**src/rtl/arc4_pkg.sv**
```systemverilog
// Shared types and constants for the ARC4 decrypt engine.
package arc4_pkg;

    localparam int BYTE_W  = 8;
    localparam int S_DEPTH = 256;

    localparam logic [BYTE_W-1:0] PRINT_LO_DEFAULT = 8'h20;
    localparam logic [BYTE_W-1:0] PRINT_HI_DEFAULT = 8'h7E;

    typedef enum logic [2:0] {
        ST_IDLE = 3'd0,
        ST_INIT = 3'd1,
        ST_KSA  = 3'd2,
        ST_LEN  = 3'd3,
        ST_PRGA = 3'd4,
        ST_DONE = 3'd5
    } arc4_state_t;

    function automatic logic in_range(input logic [BYTE_W-1:0] b,
                                      input logic [BYTE_W-1:0] lo,
                                      input logic [BYTE_W-1:0] hi);
        return (b >= lo) && (b <= hi);
    endfunction

endpackage

```
**src/rtl/arc4_key_mux.sv**
```systemverilog
// Key register with a wrapping byte index; presents key[i mod KEY_BYTES] to the KSA.
module arc4_key_mux
    import arc4_pkg::*;
#(
    parameter int KEY_BYTES = 3
) (
    input  logic                      clk,
    input  logic                      rst,
    input  logic                      load,
    input  logic                      inc,
    input  logic [KEY_BYTES*8-1:0]    key,
    output logic [BYTE_W-1:0]         key_byte
);

    localparam int IDX_W = (KEY_BYTES > 1) ? $clog2(KEY_BYTES) : 1;
    localparam logic [IDX_W-1:0] IDX_LAST = IDX_W'(KEY_BYTES - 1);

    logic [KEY_BYTES*8-1:0] key_q, key_d;
    logic [IDX_W-1:0]       idx_q, idx_d;

    // Load resets the index so every run starts at key byte 0.
    always_comb begin
        key_d = key_q;
        idx_d = idx_q;
        if (load) begin
            key_d = key;
            idx_d = '0;
        end else if (inc) begin
            idx_d = (idx_q == IDX_LAST) ? '0 : idx_q + IDX_W'(1);
        end else begin
            idx_d = idx_q;
        end
    end

    always_comb begin
        key_byte = 8'h00;
        for (int b = 0; b < KEY_BYTES; b++) begin
            key_byte = (idx_q == IDX_W'(b)) ? key_q[(KEY_BYTES-1-b)*BYTE_W +: BYTE_W] : key_byte;
        end
    end

    always_ff @(posedge clk or posedge rst) begin
        if (rst) begin
            key_q <= '0;
            idx_q <= '0;
        end else begin
            key_q <= key_d;
            idx_q <= idx_d;
        end
    end

endmodule

```
**src/rtl/arc4_decrypt_engine.sv**
```systemverilog
// ARC4 decryptor: S-box init, key schedule, then PRGA over CT[1..L] into PT,
// with an optional printable-byte screen that aborts on the first bad byte.
module arc4_decrypt_engine
    import arc4_pkg::*;
#(
    parameter int                KEY_BYTES       = 3,
    parameter bit                CHECK_PRINTABLE = 1'b1,
    parameter logic [BYTE_W-1:0] PRINT_LO        = PRINT_LO_DEFAULT,
    parameter logic [BYTE_W-1:0] PRINT_HI        = PRINT_HI_DEFAULT
) (
    input  logic                   clk,
    input  logic                   rst,
    input  logic                   en,
    output logic                   rdy,
    input  logic [KEY_BYTES*8-1:0] key,
    output logic                   key_valid,
    output logic [7:0]             s_addr,
    output logic [7:0]             s_wrdata,
    output logic                   s_wren,
    input  logic [7:0]             s_rddata,
    output logic [7:0]             ct_addr,
    input  logic [7:0]             ct_rddata,
    output logic [7:0]             pt_addr,
    output logic [7:0]             pt_wrdata,
    output logic                   pt_wren
);

    localparam logic [7:0] S_LAST = 8'(S_DEPTH - 1);

    arc4_state_t state_q, state_d;
    logic [2:0]  step_q, step_d;
    logic [7:0]  i_q, i_d, j_q, j_d, si_q, si_d, sum_q, sum_d;
    logic [7:0]  ct_q, ct_d, len_q, len_d;
    logic        res_q, res_d, rdy_q, rdy_d, key_valid_q, key_valid_d;
    logic [7:0]  s_addr_q, s_addr_d, s_wrdata_q, s_wrdata_d;
    logic [7:0]  ct_addr_q, ct_addr_d, pt_addr_q, pt_addr_d, pt_wrdata_q, pt_wrdata_d;
    logic        s_wren_q, s_wren_d, pt_wren_q, pt_wren_d;

    logic        accept_s, kidx_inc_s, pt_bad_s;
    logic [7:0]  key_byte_s, j_ksa_s, j_prga_s, pt_byte_s;

    arc4_key_mux #(.KEY_BYTES(KEY_BYTES)) u_key_mux (
        .clk      (clk),
        .rst      (rst),
        .load     (accept_s),
        .inc      (kidx_inc_s),
        .key      (key),
        .key_byte (key_byte_s)
    );

    assign j_ksa_s   = j_q + s_rddata + key_byte_s;
    assign j_prga_s  = j_q + s_rddata;
    assign pt_byte_s = s_rddata ^ ct_q;
    assign pt_bad_s  = CHECK_PRINTABLE && !in_range(pt_byte_s, PRINT_LO, PRINT_HI);

    // Next-state logic; a read issued on the bus in one step has its data in the step after.
    always_comb begin
        state_d = state_q;   step_d = step_q;
        i_d = i_q;   j_d = j_q;   si_d = si_q;   sum_d = sum_q;
        ct_d = ct_q; len_d = len_q; res_d = res_q;
        rdy_d = rdy_q;  key_valid_d = key_valid_q;
        s_addr_d = s_addr_q;   s_wrdata_d = s_wrdata_q;   s_wren_d = 1'b0;
        ct_addr_d = ct_addr_q; pt_addr_d = pt_addr_q;     pt_wrdata_d = pt_wrdata_q;
        pt_wren_d = 1'b0;
        accept_s = 1'b0;     kidx_inc_s = 1'b0;

        case (state_q)
            ST_IDLE: begin
                if (en) begin
                    accept_s = 1'b1;   rdy_d = 1'b0;   state_d = ST_INIT;
                    i_d = 8'd0;   s_addr_d = 8'd0;   s_wrdata_d = 8'd0;   s_wren_d = 1'b1;
                end else begin
                    state_d = ST_IDLE;
                end
            end
            ST_INIT: begin
                if (i_q == S_LAST) begin
                    state_d = ST_KSA;  step_d = 3'd0;
                    i_d = 8'd0;   j_d = 8'd0;   s_addr_d = 8'd0;
                end else begin
                    i_d = i_q + 8'd1;  s_addr_d = i_q + 8'd1;  s_wrdata_d = i_q + 8'd1;  s_wren_d = 1'b1;
                end
            end
            // KSA: read S[i], read S[j], write S[j]=S[i], write S[i]=old S[j]
            ST_KSA: begin
                case (step_q)
                    3'd0: step_d = 3'd1;
                    3'd1: begin
                        si_d = s_rddata;  j_d = j_ksa_s;  s_addr_d = j_ksa_s;  step_d = 3'd2;
                    end
                    3'd2: begin
                        s_addr_d = j_q;  s_wrdata_d = si_q;  s_wren_d = 1'b1;  step_d = 3'd3;
                    end
                    3'd3: begin
                        s_addr_d = i_q;  s_wrdata_d = s_rddata;  s_wren_d = 1'b1;  step_d = 3'd4;
                    end
                    default: begin
                        kidx_inc_s = 1'b1;  step_d = 3'd0;
                        if (i_q == S_LAST) begin
                            state_d = ST_LEN;  ct_addr_d = 8'd0;
                        end else begin
                            i_d = i_q + 8'd1;  s_addr_d = i_q + 8'd1;
                        end
                    end
                endcase
            end
            ST_LEN: begin
                if (step_q == 3'd0) begin
                    step_d = 3'd1;
                end else begin
                    len_d = ct_rddata;  pt_addr_d = 8'd0;  pt_wrdata_d = ct_rddata;  pt_wren_d = 1'b1;
                    j_d = 8'd0;  step_d = 3'd0;
                    if (ct_rddata == 8'd0) begin
                        i_d = 8'd0;  res_d = 1'b1;  state_d = ST_DONE;
                    end else begin
                        i_d = 8'd1;  s_addr_d = 8'd1;  ct_addr_d = 8'd1;  state_d = ST_PRGA;
                    end
                end
            end
            ST_PRGA: begin
                case (step_q)
                    3'd0: step_d = 3'd1;
                    3'd1: begin
                        si_d = s_rddata;  ct_d = ct_rddata;  j_d = j_prga_s;  s_addr_d = j_prga_s;  step_d = 3'd2;
                    end
                    3'd2: begin
                        s_addr_d = j_q;  s_wrdata_d = si_q;  s_wren_d = 1'b1;  step_d = 3'd3;
                    end
                    3'd3: begin
                        sum_d = si_q + s_rddata;
                        s_addr_d = i_q;  s_wrdata_d = s_rddata;  s_wren_d = 1'b1;  step_d = 3'd4;
                    end
                    3'd4: begin
                        s_addr_d = sum_q;  step_d = 3'd5;
                    end
                    3'd5: step_d = 3'd6;
                    default: begin
                        // The offending byte is still written before aborting.
                        pt_addr_d = i_q;  pt_wrdata_d = pt_byte_s;  pt_wren_d = 1'b1;  step_d = 3'd0;
                        if (pt_bad_s) begin
                            res_d = 1'b0;  state_d = ST_DONE;
                        end else if (i_q == len_q) begin
                            res_d = 1'b1;  state_d = ST_DONE;
                        end else begin
                            i_d = i_q + 8'd1;  s_addr_d = i_q + 8'd1;  ct_addr_d = i_q + 8'd1;
                        end
                    end
                endcase
            end
            ST_DONE: begin
                rdy_d = 1'b1;  key_valid_d = res_q;  state_d = ST_IDLE;
            end
            default: begin
                rdy_d = 1'b1;  state_d = ST_IDLE;
            end
        endcase
    end

    // State and registered outputs.
    always_ff @(posedge clk or posedge rst) begin
        if (rst) begin
            state_q <= ST_IDLE;  step_q <= 3'd0;
            i_q <= 8'd0;  j_q <= 8'd0;  si_q <= 8'd0;  sum_q <= 8'd0;
            ct_q <= 8'd0;  len_q <= 8'd0;  res_q <= 1'b0;
            rdy_q <= 1'b1;  key_valid_q <= 1'b0;
            s_addr_q <= 8'd0;  s_wrdata_q <= 8'd0;  s_wren_q <= 1'b0;
            ct_addr_q <= 8'd0;  pt_addr_q <= 8'd0;  pt_wrdata_q <= 8'd0;  pt_wren_q <= 1'b0;
        end else begin
            state_q <= state_d;  step_q <= step_d;
            i_q <= i_d;  j_q <= j_d;  si_q <= si_d;  sum_q <= sum_d;
            ct_q <= ct_d;  len_q <= len_d;  res_q <= res_d;
            rdy_q <= rdy_d;  key_valid_q <= key_valid_d;
            s_addr_q <= s_addr_d;  s_wrdata_q <= s_wrdata_d;  s_wren_q <= s_wren_d;
            ct_addr_q <= ct_addr_d;  pt_addr_q <= pt_addr_d;  pt_wrdata_q <= pt_wrdata_d;  pt_wren_q <= pt_wren_d;
        end
    end

    assign rdy       = rdy_q;
    assign key_valid = key_valid_q;
    assign s_addr    = s_addr_q;
    assign s_wrdata  = s_wrdata_q;
    assign s_wren    = s_wren_q;
    assign ct_addr   = ct_addr_q;
    assign pt_addr   = pt_addr_q;
    assign pt_wrdata = pt_wrdata_q;
    assign pt_wren   = pt_wren_q;

endmodule

```
**config.mk**
```make
export PLATFORM = sky130hd
export DESIGN_NAME = arc4_decrypt_engine
export DESIGN_NICKNAME = d
export VERILOG_FILES = /design/src/rtl/arc4_pkg.sv /design/src/rtl/arc4_key_mux.sv /design/src/rtl/arc4_decrypt_engine.sv
export SDC_FILE = /design/constraint.sdc
export NUM_CORES = 1
export LEC_CHECK = 0
export BUFFER_PORTS_ARGS = -buffer_cell sky130_fd_sc_hd__buf_2
export CAP_MARGIN = 20
export CORE_ASPECT_RATIO = 0.5
export CORE_MARGIN = 3
export CORE_UTILIZATION = 30
export CTS_BUF_LIST = sky130_fd_sc_hd__clkbuf_8
export DETAILED_ROUTE_END_ITERATION = 8
export HOLD_SLACK_MARGIN = 0.02
export PLACE_DENSITY = 0.49
export SYNTH_ARGS = -nofsm -noshare
export SYNTH_HDL_FRONTEND = slang
export SYNTH_SLANG_ARGS = --single-unit
```
**constraint.sdc**
```tcl
create_clock -name clk -period 5.6 [get_ports clk]
set_input_delay 0 -clock clk [delete_from_list [all_inputs] [get_ports clk]]
set_output_delay 0 -clock clk [all_outputs]
set_load 0.05 [all_outputs]
```
; ---- Word level (Yosys, flattened, before mapping)
; Index checks and enable logic that the tools add are counted.
[totals]
register_bits = 125
[classes]
addsub = 5
magnitude_cmp = 2
eq_ne = 35
muxes = 68
n_bitwise = 3
reduce_logical = 31
[op_table]
columns = cell, count
row1 = 2-to-1 mux 8 bit, 21
row2 = one-hot mux 8 bit (5 select lines), 3
row3 = one-hot mux 8 bit (4 select lines), 2
row4 = one-hot mux 8 bit (2 select lines), 3
row5 = one-hot mux 8 bit (3 select lines), 2
row6 = inequality test 2 bit (second input constant), 16
row7 = adder 8 bit, 3
row8 = 2-to-1 mux 3 bit, 8
row9 = one-hot mux 3 bit (4 select lines), 2
row10 = 2-to-1 mux 1 bit, 18
row11 = one-hot mux 3 bit (6 select lines), 1
row12 = AND reduction 8 bit, 2
row13 = one-hot mux 3 bit (5 select lines), 1
row14 = equality test 3 x 2 -> 1 bit (second input constant), 4
row15 = equality test 3 bit (second input constant), 4
row16 = inequality test 6 bit (second input constant), 2
row17 = AND reduction 2 bit, 6
row18 = AND reduction 5 bit, 2
row19 = AND reduction 9 bit, 1
row20 = adder 8 x 1 -> 8 bit (second input constant), 1
row21 = equality test 8 bit, 1
row22 = equality test 8 bit (second input constant), 1
row23 = greater-or-equal comparator 8 x 6 -> 1 bit (second input constant), 1
row24 = <= comparator 8 x 7 -> 1 bit (second input constant), 1
row25 = 26 further kinds, 38

; ---- Longest topological paths before layout
; Gate-level depths: netlist of the first run.
[depth]
word_depth = 7
depth_mapped = 16
ltp_nobuf = 16

; ---- Modules after synthesis
; From an unflattened synthesis of the first run, not the netlist that was laid out.
[hier_totals]
cells_unflattened = 770
hier_area_um2 = 7676.1
[by_module_without_submodules]
columns = mod, n_inst, cells_per_inst, area_each_um2
row1 = arc4_decrypt_engine, 1, 690, 6421.2
row2 = arc4_key_mux, 1, 80, 1255.0

; ---- Worst setup path before layout of the first run
; OpenSTA, ideal clock, no wires.
[synth_timing]
path_type = register -> register
startpoint = reg j_q[4]
endpoint = reg s_addr_q[7], in the netlist s_addr[7]
setup_time_ns = 0.125
arrival_time_ns = 3.020
required_time_ns = 5.475
slack_ns = 2.455
path_stages_with_launch = 12
n_path_buf = 0
path_cell_list = dfrtp_1 > ha_1 > and3_1 > a2111oi_4 > xor2_1 > inv_1 > ha_1 > o41ai_1 > xnor2_1 > xnor2_1 > a221o_1 > mux2_4
[synth_via]
elab_chain_cells = 4
word_cells_on_any_way = 5
[synth_lines]
columns = element, line
row1 = from (decl), arc4_decrypt_engine.sv:32  ; logic [7:0] i_q, i_d, j_q, j_d, si_q, si_d, sum_q, sum_d;
row2 = from (signal assigned), arc4_decrypt_engine.sv:170  ; i_q <= i_d; j_q <= j_d; si_q <= si_d; sum_q <= sum_d;
row3 = adder 8 bit *, "arc4_decrypt_engine.sv:51, arc4_decrypt_engine.sv:52"
row4 = adder 8 bit, arc4_decrypt_engine.sv:51  ; assign j_ksa_s = j_q + s_rddata + key_byte_s;
row5 = one-hot mux 8 bit (4 select lines), arc4_decrypt_engine.sv:86  ; case (step_q)
row6 = one-hot mux 8 bit (5 select lines) *, arc4_decrypt_engine.sv:67  ; case (state_q)
row7 = to (signal assigned), arc4_decrypt_engine.sv:173  ; s_addr_q <= s_addr_d; s_wrdata_q <= s_wrdata_d; s_wren_q <= s_wren_d;
row8 = to (decl), arc4_decrypt_engine.sv:35  ; logic [7:0] s_addr_q, s_addr_d, s_wrdata_q, s_wrdata_d;
; Every way passes the cells marked *; elsewhere a longest branch is shown, timed or not.
; A chain may end at the register's enable or synchronous reset.

; ---- Final worst setup path of the first run
[layout_timing]
startpoint = reg j_q[0]
endpoint = reg s_addr_q[7], in the netlist s_addr[7]
; Same word-level chain as after synthesis.

==> results.yml, run 1 <==
hold_path:
  min_path_type: "in2reg"
cells_and_area:
  fillers: 2436
  utilization_pct: 37.4
  multi_input_area_sq_um: 4050
  regArea_sq_um: 3130
  layout.nets: 953
  fin_area_sq_um: 9030
  drive_above_1_share_pct: 22.5
  syn_to_final_growth_pct: 21.4
  antenna_cells: 0
die:
  ios: 87
  die_x_um: 229
  start_util_pct: 30.8
  core_sq_um: 24200
  num_rows: 40
  die_area_sq_um: 26800
  die_height_um: 117
placement:
  dp_hpwl_um: 17200
  placed_area_sq_um: 8200
  place.port_buffers: 86
  gp_congestion: 0.893
power:
  pwr-share-clk_pct: 13.9
  power.leakage_uw: 0.00395
  p_seq_share_pct: 26.7
  swShare_pct: 48.6
  power_frac_comb_pct: 59.4
  ir_worst_vdd_mv: 0.245
  p_per_area_nw_per_um2: 664
  switchingPower_uw: 2920
  power_uw: 6000
  power.internal_uw: 3080
synth:
  ys_top_cells_by_area: "dfrtp_1 (42%), mux2_2 (7.7%), o21ai_0 (5.2%)"
  yosys_warnings: 0
  synth_edf_count: 0
  yosys.cell_count.top_type: "dfrtp_1"
  synth_common_cells: "dfrtp_1 (124), nand2_1 (89), o21ai_0 (78)"
  synthCells: 770
  syn_area_sq_um: 7440
  synth_top_area_share_pct: 41.7
  synth_cell_types: 68
  synth-seq-area-share_pct: 42.0
  syn-num-nets: 838
  synth-seq-cells: 125
  avgSynthCellArea_sq_um: 9.67
  ys_async_sr_fraction_pct: 100
  ys.flop_type: "dfrtp_1"
  netlist.top_cell.by_area: "dfrtp_1"
global_route:
  grt_pass1_wl_um: 37900
  antenna_found_initial: 0
  grt_max_degree: 68
  first_global_vias: 6324
  grt-ovfl-total: 0
  grtUsageTotal_pct: 18.2
status:
  status: "complete, no violations"
sta:
  max-slew-margin-rel_pct: 38.3
  finalHoldViolations: 0
  setup_viol: 0
  skew_ns: 0.0145
  min_period_over_period_pct: 63.9
  tns_ns: 0
  hold-worst-slack_ns: 0.189
  fmaxAchievable_ghz: 0.280
  drv_slew: 0
  grt_setup_unrepaired: "false"
  period_minus_slack_ns: 3.58
  worstMarginPinSlew_ns: 0.925
critical_path:
  arrival_ns: 3.93
  cp_cell_sequence: "ha_1 -> inv_1 -> fa_1 -> nor2b_1 -> o21ai_0 -> a21oi_1 -> ha_1 -> nand3_1 -> o211ai_1 -> o41ai_1 -> xnor2_1 -> xnor2_1 -> a221o_1 -> mux2_4"
  worstSetupEndpointType: "flip-flop"
  worstPathMaxFanout: 5
  cp_num_buf_inv: 1
  crit_type: "reg2reg"
  start_kind: "flip-flop"
  crit_required_ns: 5.95
  crit_slowest_cell: "fa_1"
  crit_family: "compound AO/OA/AOI/OAI gates"
  max_stage_delay_ns: 0.41
route:
  routed_via_density: 5.13
  post_drt_wl_per_cell_um: 19.4
  ant_nets: 0
  drc: 0
  vias: 6335
  wl_um: 23900
  first_pass_iters: 5
  drtIter0Drc: 413
clock_tree:
  clock_sinks: 125
  cts_root_buf: "clkbuf_8"
  h-tree-depth: 4
  cts_tree: "done"
  max-clock-path-buffers: 2
  clk_pin_slew_worst_paths_ns: 0.08
  clk-insertion-delay-late_ns: 0.46
  cts_buffers: 17
  postCtsSetupBuffers: 0
job:
  maxCapViolations: 0
power groups by stage:
stage               Clock [uW]  Combinational [uW]  Sequential [uW]
floorplan                    0                2390             1770
global placement             0                3430             1600
detailed placement           0                3470             1620
CTS                        853                3520             1600
global route               894                3900             1650
finish                     836                3570             1600
stage by stage:
step / std cells / worst slack, ns
floorplan: 770 / 2.27
global placement: 1159 / 2.23
detailed placement: 1159 / 2.08
CTS: 1232 / 2.05
global route: 1234 / 1.71
finish: 1234 / 2.02
registers in the layout, indices dropped and copies added, names as in the netlist:
name,count
pt_wren,1
state_q,3
pt_wrdata,8
s_wren,1
rdy,1
pt_addr,8
ct_addr,8
u_key_mux.key_q,24
len_q,8
s_addr,8
j_q,8
res_q,1
u_key_mux.idx_q,2
step_q,3
i_q,8
si_q,8
s_wrdata,8
key_valid,1
sum_q,8
ct_q,8
tightest hold or removal path, stage by stage:
cell      delay [ns]
buf_2           0.09
and3_1          0.20
inv_1           0.08
o311ai_2        0.13
o21a_1          0.12
metal layers:
layer  share of wire [%]  up-vias  GRT usage [%]
met3                 4.7       30           3.57
met5                   0        -              0
met1                  50     3138           26.5
met4                 1.7        0           5.59
li1                    -     2994              -
met2                  44      173           27.3
layout make-up:
class                           count  area share [%]
Clock buffer                       21            3.20
Multi-Input combinational cell    576            44.8
Sequential cell                   125            34.6
Inverter                           26            1.11
Timing Repair Buffer              139            10.3
Tap cell                          336            4.65
Clock inverter                     11            1.29
placed cells by master (no fill, tap or decap), drive strengths merged, types with 12 or more instances in the layout:
master       instances
inv                 29
nand2               89
mux2i               24
buf                 97
nor3                13
o21ai               82
dfrtp              124
a21oi               39
xor2                12
ha                  22
clkbuf              22
mux2                57
dlygate4sd3         41
xnor2               29
nor2                50
worst paths after layout:
| path | startpoint | end | slack, ns | cells after the start |
|---|---|---|---|---|
| hold reg to reg | rdy | rdy | 0.47 | 2 |
| setup reg to reg | j_q[0] | s_addr[7] | 2.02 | 14 |
| min in group asynchronous | rst | u_key_mux.key_q[9] | 0.22 | 3 |
| setup / recovery | j_q[0] | s_addr[7] | 2.02 | 14 |
| hold / removal | en | s_wrdata[1] | 0.19 | 5 |
| max in group asynchronous | rst | i_q[7] | 3.98 | 4 |
what timing repair did:
item / 4_1_cts / 5_1_grt
hold buffers: 41 / 0
endpoints found under the hold margin: 114 / 0
gates resized for setup: 0 / 0
setup endpoints to repair: 0 / 0
logic make-up (layout without fill, tap and decap cells):
family | count (synthesis) | in the layout | share of synthesized area [%]
mux | 81 | 81 | 12.2
fa+ha+maj | 25 | 25 | 4.51
simple gates | 212 | 212 | 13.2
compound gates | 217 | 217 | 19.4
flops | 125 | 125 | 42.0
buf+inv | 69 | 197 | 3.70
xor+xnor | 41 | 41 | 4.93
(Power assumes the default switching activity.)
==> run 2: changes to the inputs <==
--- a/config.mk
+++ b/config.mk
@@ -5,6 +5,7 @@
 export SDC_FILE = /design/constraint.sdc
 export NUM_CORES = 1
 export LEC_CHECK = 0
+export ABC_AREA = 1
 export BUFFER_PORTS_ARGS = -buffer_cell sky130_fd_sc_hd__buf_2
 export CAP_MARGIN = 20
 export CORE_ASPECT_RATIO = 0.5
@@ -13,7 +14,7 @@
 export CTS_BUF_LIST = sky130_fd_sc_hd__clkbuf_8
 export DETAILED_ROUTE_END_ITERATION = 8
 export HOLD_SLACK_MARGIN = 0.02
-export PLACE_DENSITY = 0.49
+export PLACE_DENSITY = 0.5
 export SYNTH_ARGS = -nofsm -noshare
 export SYNTH_HDL_FRONTEND = slang
 export SYNTH_SLANG_ARGS = --single-unit
==> constraint.sdc (replaced) <==
create_clock -name clk -period 3.2 [get_ports clk]
set_input_delay 0 -clock clk [delete_from_list [all_inputs] [get_ports clk]]
set_output_delay 0 -clock clk [all_outputs]
set_load 0.05 [all_outputs]
==> results.yml, run 2 <==
status:
  status: "complete, no violations"
global_route:
  grtUsageTotal_pct: 18.2
  first_global_vias: 6662
  antenna_found_initial: 0
  grt-ovfl-total: 0
  grt_max_degree: 49
  grt_pass1_wl_um: 37000
clock_tree:
  cts_root_buf: "clkbuf_8"
  cts_tree: "done"
  clk-insertion-delay-late_ns: 0.47
  clk_pin_slew_worst_paths_ns: 0.08
  cts_buffers: 17
  max-clock-path-buffers: 2
  h-tree-depth: 4
  clock_sinks: 125
placement:
  preCtsSetupSlack_ns: 0.156
  placed_area_sq_um: 8150
  gp_congestion: 0.925
  dp_hpwl_um: 17400
  place.port_buffers: 86
  dp.cells: 1309
power:
  power.leakage_uw: 0.00440
  p_per_area_nw_per_um2: 1170
  power_uw: 10500
  ir_worst_vdd_mv: 0.354
sta:
  max-slew-margin-rel_pct: 44.4
  drv_slew: 0
  min_period_over_period_pct: 90.9
  grt_setup_unrepaired: "false"
  worstMarginPinSlew_ns: 0.831
  finalHoldViolations: 0
  setup_viol: 0
  period_minus_slack_ns: 2.91
  tns_ns: 0
  skew_ns: 0.0195
  fmaxAchievable_ghz: 0.344
  fin_ws_ns: 0.292
synth:
  synth-seq-cells: 125
  synth_edf_count: 0
  ys.flop_type: "dfrtp_1"
  synthCells: 927
  ys_top_cells_by_area: "dfrtp_1 (42%), nand2_1 (12%), o21ai_0 (6.0%)"
  netlist.top_cell.by_area: "dfrtp_1"
  ys_async_sr_fraction_pct: 100
  syn_area_sq_um: 7360
  avgSynthCellArea_sq_um: 7.94
  synth-seq-area-share_pct: 42.5
  syn-num-nets: 995
  yosys_warnings: 0
  yosys.cell_count.top_type: "nand2_1"
  synth_common_cells: "nand2_1 (231), dfrtp_1 (124), inv_1 (97)"
  synth_top_area_share_pct: 42.2
  synth_cell_types: 51
cells_and_area:
  antenna_cells: 0
  fin_area_sq_um: 9000
  final_cell_mix: "nand2_1 (231), dfrtp_1 (124), inv_1 (97)"
  final_common_cell: "nand2_1"
  fillers: 2435
  layout.nets: 1134
  drive_above_1_share_pct: 18.9
  syn_to_final_growth_pct: 22.4
  final_cells: 1386
  largest_register_ffs: 24
  regMostFlops: "u_key_mux.key_q"
critical_path:
  crit_type: "reg2reg"
  max_stage_delay_ns: 0.36
  cp_common_cell: "nand2_1"
  crit_required_ns: 3.57
  arrival_ns: 3.28
  worstPathMaxFanout: 4
  worstSetupEndpointType: "flip-flop"
  cp_cell_sequence: "ha_2 -> inv_1 -> fa_2 -> nand3b_1 -> nand2_1 -> nand2_1 -> a21oi_1 -> o21ai_0 -> and2_4 -> ha_4 -> nand2_1 -> nor3_1 -> a21oi_1 -> nand3b_1 -> nand3_1 -> nand2_1 -> nand2_1 -> nand2_1 -> nand2_1 -> nand2_1"
  cp-startpoint: "j_q[0]"
  crit_slowest_cell: "dfrtp_1"
  reg2reg_slack_ns: 0.29
  start_kind: "flip-flop"
  cp_num_buf_inv: 1
  r2r_cells: 20
  cp.depth: 20
  r2r_start: "j_q[0]"
  crit_family: "simple AND/OR/NAND/NOR gates"
die:
  num_rows: 39
  ios: 87
  start_util_pct: 31.4
  die_height_um: 117
  die_x_um: 227
  die_area_sq_um: 26500
  core_sq_um: 23400
route:
  first_pass_iters: 5
  drc: 0
  wl_um: 23400
  routed_via_density: 4.94
  ant_nets: 0
  vias: 6840
  drtIter0Drc: 560
  post_drt_wl_per_cell_um: 16.8
hold_path:
  min_path_type: "in2async"
job:
  maxCapViolations: 0
==> run 2: cell types whose count changed in the layout (fill, tap and decap cells not counted), moves of 11 or more <==
| cell | previous run | this run |
|---|---|---|
| a31oi_1 | 3 | 16 |
| inv_1 | 27 | 97 |
| inv_2 | 0 | 16 |
| mux2_2 | 51 | 6 |
| mux2i_1 | 24 | 0 |
| nand2_1 | 89 | 231 |
| nand3_1 | 10 | 50 |
| nor2_1 | 50 | 65 |
| nor3_1 | 13 | 2 |
| o21ai_1 | 1 | 20 |
| o22ai_1 | 2 | 14 |
| xnor2_1 | 28 | 11 |
==> run 2: where the power goes <==
group	leakage (uW)	switching [uW]	internal, uW
clock network	0.000198	712	680
logic	0.00263	4360	2030
registers	0.00157	465	2250
total	0.00440	5540	4960
==> run 2: final cells by class <==
type,instances,area [sq um],share of cell area [%]
clock buffer,20,275,3.06
clock inverter,12,108,1.20
inverter,113,428,4.75
multi-input combinational,663,3670,40.8
sequential,125,3130,34.8
tap,307,384,4.27
timing repair buffer,146,1000,11.1
==> run 2: tightest hold or removal path: cells and delay by family <==
family / cells / cell delay [ns]
buffers and inverters: 3 / 1.12
==> run 2: cell families (layout without fill, tap and decap cells) <==
logic type,count (synthesis),in the layout,share of synthesized area [%]
multiplexers,8,8,1.22
AND/OR/NAND/NOR,393,393,24.0
AO/OA/AOI/OAI,209,209,16.6
XOR/XNOR,28,28,3.33
adder cells (fa/ha/maj),25,25,4.56
flip-flops,125,125,42.5
buffers and inverters,139,291,7.79
==> run 2: worst paths after layout <==
| kind | to |
|---|---|
| worst min-delay path | pt_addr[7] |
| max in group asynchronous | si_q[2] |
| worst max register to register | s_addr[7] |
| min in group clk | u_key_mux.key_q[7] |
| worst min register to register | ct_addr[0] |
| worst max-delay path | s_addr[7] |
==> run 2: repair_timing <==
item | in CTS | in global routing
endpoints found under the setup margin | 0 | 2
buffers inserted | 0 | 1
gates resized for setup | 0 | 5
endpoints found under the hold margin | 85 | 0
hold buffers | 44 | 0
==> run 2: per-stage QoR <==
| stage | util (%) | hold WS (ns) |
|---|---|---|
| final | 38.4 | 0.186 |
| after global routing | 38.4 | 0.215 |
| after CTS | 38.3 | 0.194 |
| after detailed placement | 34.8 | 0.150 |
| after global placement | 34.8 | 0.143 |
| after floorplan | - | 0.117 |
==> run 2: metal layers <==
| layer | track usage, % | part of all wire [%] | wire length, um | vias to the layer above |
|---|---|---|---|---|
| met4 | 6.26 | 2.2 | 523 | 0 |
| met3 | 4.22 | 6.3 | 1480 | 38 |
| met5 | 0 | 0 | 0 | - |
| met1 | 26.1 | 49 | 11300 | 3236 |
| li1 | - | - | - | 3349 |
| met2 | 26.9 | 43 | 10000 | 217 |
